===== config.mk =====
export PLATFORM = sky130hd
export DESIGN_NAME = xs3_bcd_seq
export DESIGN_NICKNAME = d
export VERILOG_FILES = /design/src/rtl/xs3_bcd_seq.sv
export SDC_FILE = /design/constraint.sdc
export NUM_CORES = 1
export LEC_CHECK = 0
export ABC_AREA = 0
export CAP_MARGIN = 40
export CORE_UTILIZATION = 44
export DETAILED_ROUTE_END_ITERATION = 8
export PLACE_DENSITY = 0.84
export SLEW_MARGIN = 20
export SYNTH_ARGS = -nofsm -noshare
export SYNTH_HDL_FRONTEND = slang
export SYNTH_SLANG_ARGS = --single-unit

===== constraint.sdc =====
create_clock -name clk -period 1.3 [get_ports clk]
set_input_delay 0.13 -clock clk [delete_from_list [all_inputs] [get_ports clk]]
set_output_delay 0.13 -clock clk [all_outputs]
set_load 0.1 [all_outputs]

===== src/rtl/xs3_bcd_seq.sv =====
// Multi-digit excess-3 to BCD sequencer. A single shared nibble converter
// decodes one digit per clock, LSB digit first, between two valid/ready
// handshakes. Invalid excess-3 codes produce a zero digit and a per-digit flag.
module xs3_bcd_seq #(
    parameter int unsigned DIGITS = 4,
    parameter int unsigned CNT_W  = 3
) (
    input  logic                  clk,
    input  logic                  rst,
    input  logic                  in_valid,
    output logic                  in_ready,
    input  logic [4*DIGITS-1:0]   in_xs3,
    output logic                  out_valid,
    input  logic                  out_ready,
    output logic [4*DIGITS-1:0]   out_bcd,
    output logic [DIGITS-1:0]     out_err,
    output logic                  busy
);

    typedef enum logic [1:0] {
        StIdle,
        StConvert,
        StDone
    } state_e;

    state_e              state_q, state_d;
    logic [CNT_W-1:0]    idx_q, idx_d;
    logic [4*DIGITS-1:0] sh_q, sh_d;
    logic [4*DIGITS-1:0] bcd_q, bcd_d;
    logic [DIGITS-1:0]   err_q, err_d;

    logic                accept;
    logic                last_digit;
    logic [3:0]          conv_bcd;
    logic                conv_err;

    assign accept     = in_valid && (state_q == StIdle);
    assign last_digit = (idx_q == CNT_W'(DIGITS - 1));

    // Shared nibble converter; the current digit always sits in the low nibble.
    always_comb begin
        conv_bcd = 4'h0;
        conv_err = 1'b1;
        if (sh_q[3:0] >= 4'h3 && sh_q[3:0] <= 4'hC) begin
            conv_bcd = sh_q[3:0] - 4'h3;
            conv_err = 1'b0;
        end
    end

    // State register with synchronous reset.
    always_ff @(posedge clk) begin
        if (rst) begin
            state_q <= StIdle;
        end else begin
            state_q <= state_d;
        end
    end

    // Next-state logic.
    always_comb begin
        state_d = state_q;
        unique case (state_q)
            StIdle:    if (accept) state_d = StConvert;
            StConvert: if (last_digit) state_d = StDone;
            StDone:    if (out_ready) state_d = StIdle;
            default:   state_d = StIdle;
        endcase
    end

    // Handshake and status outputs are pure decodes of the state register.
    always_comb begin
        in_ready  = (state_q == StIdle);
        out_valid = (state_q == StDone);
        busy      = (state_q != StIdle);
    end

    // Datapath next-state: capture on accept, write one result slot per convert cycle.
    always_comb begin
        idx_d = idx_q;
        sh_d  = sh_q;
        bcd_d = bcd_q;
        err_d = err_q;
        if (accept) begin
            idx_d = '0;
            sh_d  = in_xs3;
            bcd_d = '0;
            err_d = '0;
        end else if (state_q == StConvert) begin
            for (int i = 0; i < int'(DIGITS); i++) begin
                if (idx_q == CNT_W'(i)) begin
                    bcd_d[4*i +: 4] = conv_bcd;
                    err_d[i]        = conv_err;
                end
            end
            sh_d = sh_q >> 4;
            // Index parks at zero once the word is finished.
            idx_d = last_digit ? '0 : idx_q + CNT_W'(1);
        end
    end

    // Datapath registers; results are retained after DONE until the next accept.
    always_ff @(posedge clk) begin
        if (rst) begin
            idx_q <= '0;
            sh_q  <= '0;
            bcd_q <= '0;
            err_q <= '0;
        end else begin
            idx_q <= idx_d;
            sh_q  <= sh_d;
            bcd_q <= bcd_d;
            err_q <= err_d;
        end
    end

    assign out_bcd = bcd_q;
    assign out_err = err_q;

endmodule


==> results of run 1 <==
[per-layer routing]
| metal | vias up | part of all wire | track usage |
|---|---|---|---|
| met2 | 63 | 0.54 | 0.421 |
| met3 | 22 | 0.049 | 0.0608 |
| met5 | - | 0 | 0 |
| li1 | 815 | - | - |
| met1 | 826 | 0.37 | 0.251 |
| met4 | 0 | 0.042 | 0.133 |
[worst max-delay path: stages (launching register included)]
cell and delay, ns:
dfxtp_4 0.37, inv_4 0.07, ha_4 0.13, nand3_1 0.13
o21ai_1 0.16, a31oi_1 0.08, buf_4 0.17, a211oi_2 0.20
[final cells by class]
type / count / area (µm²)
Clock buffer: 6 / 82.6
Clock inverter: 2 / 36.3
Fill cell: 219 / 788
Inverter: 7 / 28.8
Multi-Input combinational cell: 141 / 1030
Sequential cell: 41 / 856
Tap cell: 48 / 60.1
Timing Repair Buffer: 65 / 858
[worst paths after layout]
kind,end,slack (ns),depth (start not counted)
setup reg to reg,out_bcd[7],-0.11,7
setup / recovery,out_bcd[7],-0.11,7
hold reg to reg,sh_q[11],0.46,2
hold / removal,sh_q[12],0.38,3
[sequential cells by signal (all words and copies together), names as in the netlist]
name	cells
out_bcd	16
sh_q	16
out_err	4
idx_q	3
state_q	2
[cells in the mapped netlist]
cell	n	area, µm²
ha_1	6	75.1
nand2b_1	3	18.8
and2_1	4	25.0
a211oi_2	4	50.1
and2b_2	1	8.76
nand3_1	12	60.1
inv_1	7	26.3
buf_1	1	3.75
a31oi_1	3	18.8
or2_0	1	6.26
a211oi_1	9	67.6
buf_6	5	56.3
nor2b_1	1	6.26
nand4bb_1	1	11.3
nor3b_4	2	37.5
a21oi_1	26	130
clkbuf_1	1	3.75
nor3_1	1	5.00
o21ai_0	1	5.00
nand2_1	29	109
dfxtp_1	41	821
a22oi_1	14	105
buf_2	6	30.0
nor2_1	23	86.3
[repair_timing]
item / 4_1_cts / 5_1_grt
endpoints found under the setup margin: 35 / 29
buffers inserted: 3 / 5
pin swaps: 3 / 27
gates resized for setup: 21 / 45
cloned: 0 / 0
[stage by stage]
stage | setup TNS, ns | utilization | setup WS [ns] | instances | area [µm²]
after floorplan | -0.498 | - | -0.309 | 202 | 1830
after global placement | -5.89 | 0.685 | -0.313 | 294 | 2570
after detailed placement | -8.67 | 0.685 | -0.421 | 294 | 2570
after CTS | -0.0669 | 0.741 | -0.0426 | 305 | 2780
after global routing | -1.23 | 0.789 | -0.166 | 310 | 2960
final | -0.473 | 0.789 | -0.109 | 310 | 2960
[power by group through the flow]
stage          clock, mW  sequential (mW)  combinational, mW
2_1_floorplan          0             1.43              0.275
3_3_place_gp           0             1.37              0.526
3_5_place_dp           0             1.38              0.545
4_1_cts             1.09             1.35              0.589
5_1_grt             1.16             1.36              0.696
6_report            1.08             1.36              0.659
[logic make-up after synthesis]
| logic type | after synthesis | share of synthesized area |
|---|---|---|
| and+or+nand+nor | 78 | 0.212 |
| AOI/OAI and AO/OA | 57 | 0.213 |
| DFF | 41 | 0.465 |
| buffers and inverters | 20 | 0.0680 |
| adders and majority gates | 6 | 0.0425 |
==> metrics.yaml, run 1 <==
die_area_um2: 4270
rows: 22
place_hpwl_um: 3160
maxSlewHeadroom: 0.795
final_nets: 287
drv_slew: 0
setup.worst_path.start_class: "flop"
path_clk_slew_ns: 0.08
die_x_um: 65.4
first_pass_iters: 4
area_growth_pct: 67.3
fin_crit_sh: 1.08
portBuffers: 42
drc: 0
coreArea_um2: 3740
critPathKind: "reg -> reg"
track_usage: 0.237
ys_ff_latch: 41
ctsRootBufferMaster: "clkbuf_8"
overflow: 0
cts_tree: "yes"
tightest_slew_ns: 0.307
synth.net_count: 228
yosysWarnings: 0
cp_max_fo: 4
whs_ns: 0.382
final_cell_mix: "28 x nand2_1, 24 x buf_12, 21 x dfxtp_1, 19 x a21oi_1, 19 x clkdlybuf4s50_1"
vias: 1726
die_y_um: 65.4
power_frac_clock: 0.348
startpoint: "sh_q[0]"
grt_max_degree: 24
cts_inserted_buffers: 5
drive_gt1_frac: 0.489
p_leak_nw: 1.06
ys_seq_area_frac: 0.465
drt-total-wl_um: 5310
critPathCaptureType: "flop"
period_needed_ns: 1.41
grt_pass1_vias: 1712
violations: "setup timing"
hold_violations: 0
synth_cell_types: 24
place_congestion: 0.759
start_util: 0.472
cp_data_required_time_ns: 1.51
power_mw: 3.09
finalClockSkew_ns: 0.00780
netlist_instances: 202
syn_area_um2: 1770
seq_power_share: 0.439
setup_viol: 9
grt_pass1_wl_um: 7600
cts-htree-levels: 2
clock_latency_ns: 0.30
cts.sinks: 41
ant_nets: 0
outcome: "complete, but fails checks"
final_common_cell: "nand2_1"
maxCapViolations: 0
syn_avg_cell_area_um2: 8.75
holdBufCountCts: 0
antenna-diode-count: 0
vdd_drop_max_mv: 0.811
wl_per_cell_um: 17.1
antenna_found_initial: 0
min-delay-path-class: "in -> reg"
io_pins: 43
min_from: "in_xs3[12]"
p_sw_mw: 0.877
vias_per_cell: 5.57
rsz0062_at_grt: "true"
p_int_mw: 2.22
reg2reg_from: "sh_q[0]"
combPwrFrac: 0.213
drt_iter0_drc: 82
crit_arrival_ns: 1.62
power_density_nw_per_um2: 1050
clock_path_buffers: 2
max_freq_mhz: 710
timing.final.ws_setup_ns: -0.109
switching_share: 0.283
Power figures use the tool's default switching activity.
==> inputs of run 2 (changes only) <==
--- a/config.mk
+++ b/config.mk
@@ -9,7 +9,7 @@
 export CAP_MARGIN = 40
 export CORE_UTILIZATION = 44
 export DETAILED_ROUTE_END_ITERATION = 8
-export PLACE_DENSITY = 0.84
+export PLACE_DENSITY = 0.81
 export SLEW_MARGIN = 20
 export SYNTH_ARGS = -nofsm -noshare
 export SYNTH_HDL_FRONTEND = slang
==> run 2 against run 1 <==
Effect of this change:
- the flow still finishes with violations (setup timing)
- largest cell class unchanged
- final area is 5.0% higher
- clock-buffer cell count stayed put
- setup slack worse by 0.043 ns
- sequential cell count stayed put
- combinational power is 20% higher
- clock power is 14% lower
- core utilization is 4.0 points higher
- fmax is 3.0% lower
- non-clock buffer count is 10 higher
- global-route usage is 0.16 points higher
- routed wire length is 12% higher
==> metrics.yaml, run 2 (synthesized netlist as in run 1, its figures left out) <==
clock_latency_ns: 0.30
power_mw: 3.08
rsz0062_at_grt: "true"
vdd_drop_max_mv: 0.727
fin_crit_sh: 1.12
cp_max_fo: 8
grt_pass1_vias: 1732
coreArea_um2: 3740
critPathCaptureType: "flop"
setup.worst_path.start_class: "flop"
drt-total-wl_um: 5940
finalClockSkew_ns: 0.0111
pre_cts_slack_ns: -0.397
drv_slew: 0
final_util: 0.829
vias: 1819
wl_per_cell_um: 18.6
path_clk_slew_ns: 0.08
place_congestion: 0.799
met1_length_um: 2240
max_freq_mhz: 689
startpoint: "state_q[1]"
drc: 0
area_growth_pct: 75.7
violations: "setup timing"
wl_met2_um: 3260
final_common_cell: "buf_12"
maxCapViolations: 0
critPathKind: "reg -> reg"
outcome: "complete, but fails checks"
ant_nets: 0
cts.sinks: 41
power_density_nw_per_um2: 992
final_nets: 297
vias_per_cell: 5.70
drt_iter0_drc: 150
die_y_um: 65.4
cts-htree-levels: 2
timing.final.ws_setup_ns: -0.152
start_util: 0.472
io_pins: 43
min-delay-path-class: "in -> reg"
ctsRootBufferMaster: "clkbuf_8"
die_x_um: 65.4
rows: 22
drive_gt1_frac: 0.498
reg2reg_depth: 4
final_cell_mix: "25 x buf_12, 23 x nand2_1, 22 x dfxtp_1, 20 x a21oi_1, 19 x clkdlybuf4s50_1"
holdBufCountCts: 0
clock_path_buffers: 2
crit_arrival_ns: 1.63
top_layer: "met4"
dp_cells: 296
cts_inserted_buffers: 5
grt_max_degree: 24
overflow: 0
endpoint: "out_bcd[6]"
place_hpwl_um: 3190
reg2reg_from: "state_q[1]"
grt_pass1_wl_um: 7730
fin_tns_setup_ns: -1.06
portBuffers: 42
tightest_slew_ns: 0.330
antenna_found_initial: 0
wl_met3_um: 338
rrSetupSlack_ns: -0.15
track_usage: 0.238
first_pass_iters: 4
r2r-end: "out_bcd[6]"
p_leak_nw: 1.12
maxSlewHeadroom: 0.779
period_needed_ns: 1.45
die_area_um2: 4270
cp_data_required_time_ns: 1.48
hold_violations: 0
cts_tree: "yes"
setup_viol: 32
instances_no_fill: 319
antenna-diode-count: 0
## run 2: cell types whose count changed in the layout (fill, tap and decap cells not counted), sizes merged
cell / before / now
clkbuf: 6 / 9
clkinv: 0 / 1
bufinv: 1 / 0
buf: 46 / 53
inv: 8 / 7
## run 2: critical path, stage by stage (launching register included)
cell	delay, ns
dfxtp_4	0.39
nor3b_4	0.25
and2_2	0.30
nor2_1	0.08
a211oi_1	0.33
## run 2: cell type report
| cell class | instances | area [µm²] |
|---|---|---|
| repair buffers | 75 | 1020 |
| fillers | 202 | 639 |
| well taps | 48 | 60.1 |
| clock buffers | 6 | 93.8 |
| inverters | 7 | 31.3 |
| clock inverters | 1 | 5.00 |
| flip-flops and latches | 41 | 855 |
| multi-input cells | 141 | 1030 |
## run 2: what timing repair did
item | CTS | global route
endpoints found under the setup margin | 35 | 38
gates resized for setup | 20 | 50
pin swaps | 2 | 21
buffers inserted | 5 | 8
gates cloned | 0 | 4
## run 2: metal layers
metal,global-route usage,vias to the layer above
li1,-,838
met1,0.251,883
met2,0.437,86
met3,0.0694,12
met4,0.0978,0
met5,0,-
## run 2: power breakdown
part	switching, mW	total [mW]	internal (mW)
logic	0.413	0.794	0.381
registers	0.0570	1.36	1.30
clock network	0.445	0.926	0.481
## run 2: how the worst min path moves through the flow
stage / start / endpoint / slack (ns) / cells after the start
4_1_cts: in_xs3[12] / sh_q[12] / 0.38 / 3
5_1_grt: in_xs3[15] / sh_q[15] / 0.42 / 3
3_5_place_dp: sh_q[7] / sh_q[7] / 0.45 / 2
6_report: in_xs3[14] / sh_q[14] / 0.38 / 3
3_3_place_gp: sh_q[10] / sh_q[10] / 0.44 / 2
2_1_floorplan: in_xs3[12] / sh_q[12] / 0.27 / 2
## run 2: stage by stage
| step | instance area [µm²] | hold slack (ns) |
|---|---|---|
| after floorplan | 1830 | 0.270 |
| after global placement | 2590 | 0.441 |
| after detailed placement | 2590 | 0.446 |
| after CTS | 2780 | 0.383 |
| after global routing | 3100 | 0.416 |
| final | 3100 | 0.382 |
==> inputs of run 3 (changes only) <==
--- a/config.mk
+++ b/config.mk
@@ -8,6 +8,7 @@
 export ABC_AREA = 0
 export CAP_MARGIN = 40
 export CORE_UTILIZATION = 44
+export CTS_CLUSTER_SIZE = 12
 export DETAILED_ROUTE_END_ITERATION = 8
 export PLACE_DENSITY = 0.81
 export SLEW_MARGIN = 20
==> results of run 3 <==
No change in the layout: final DEF, timing and power equal those of run 2.
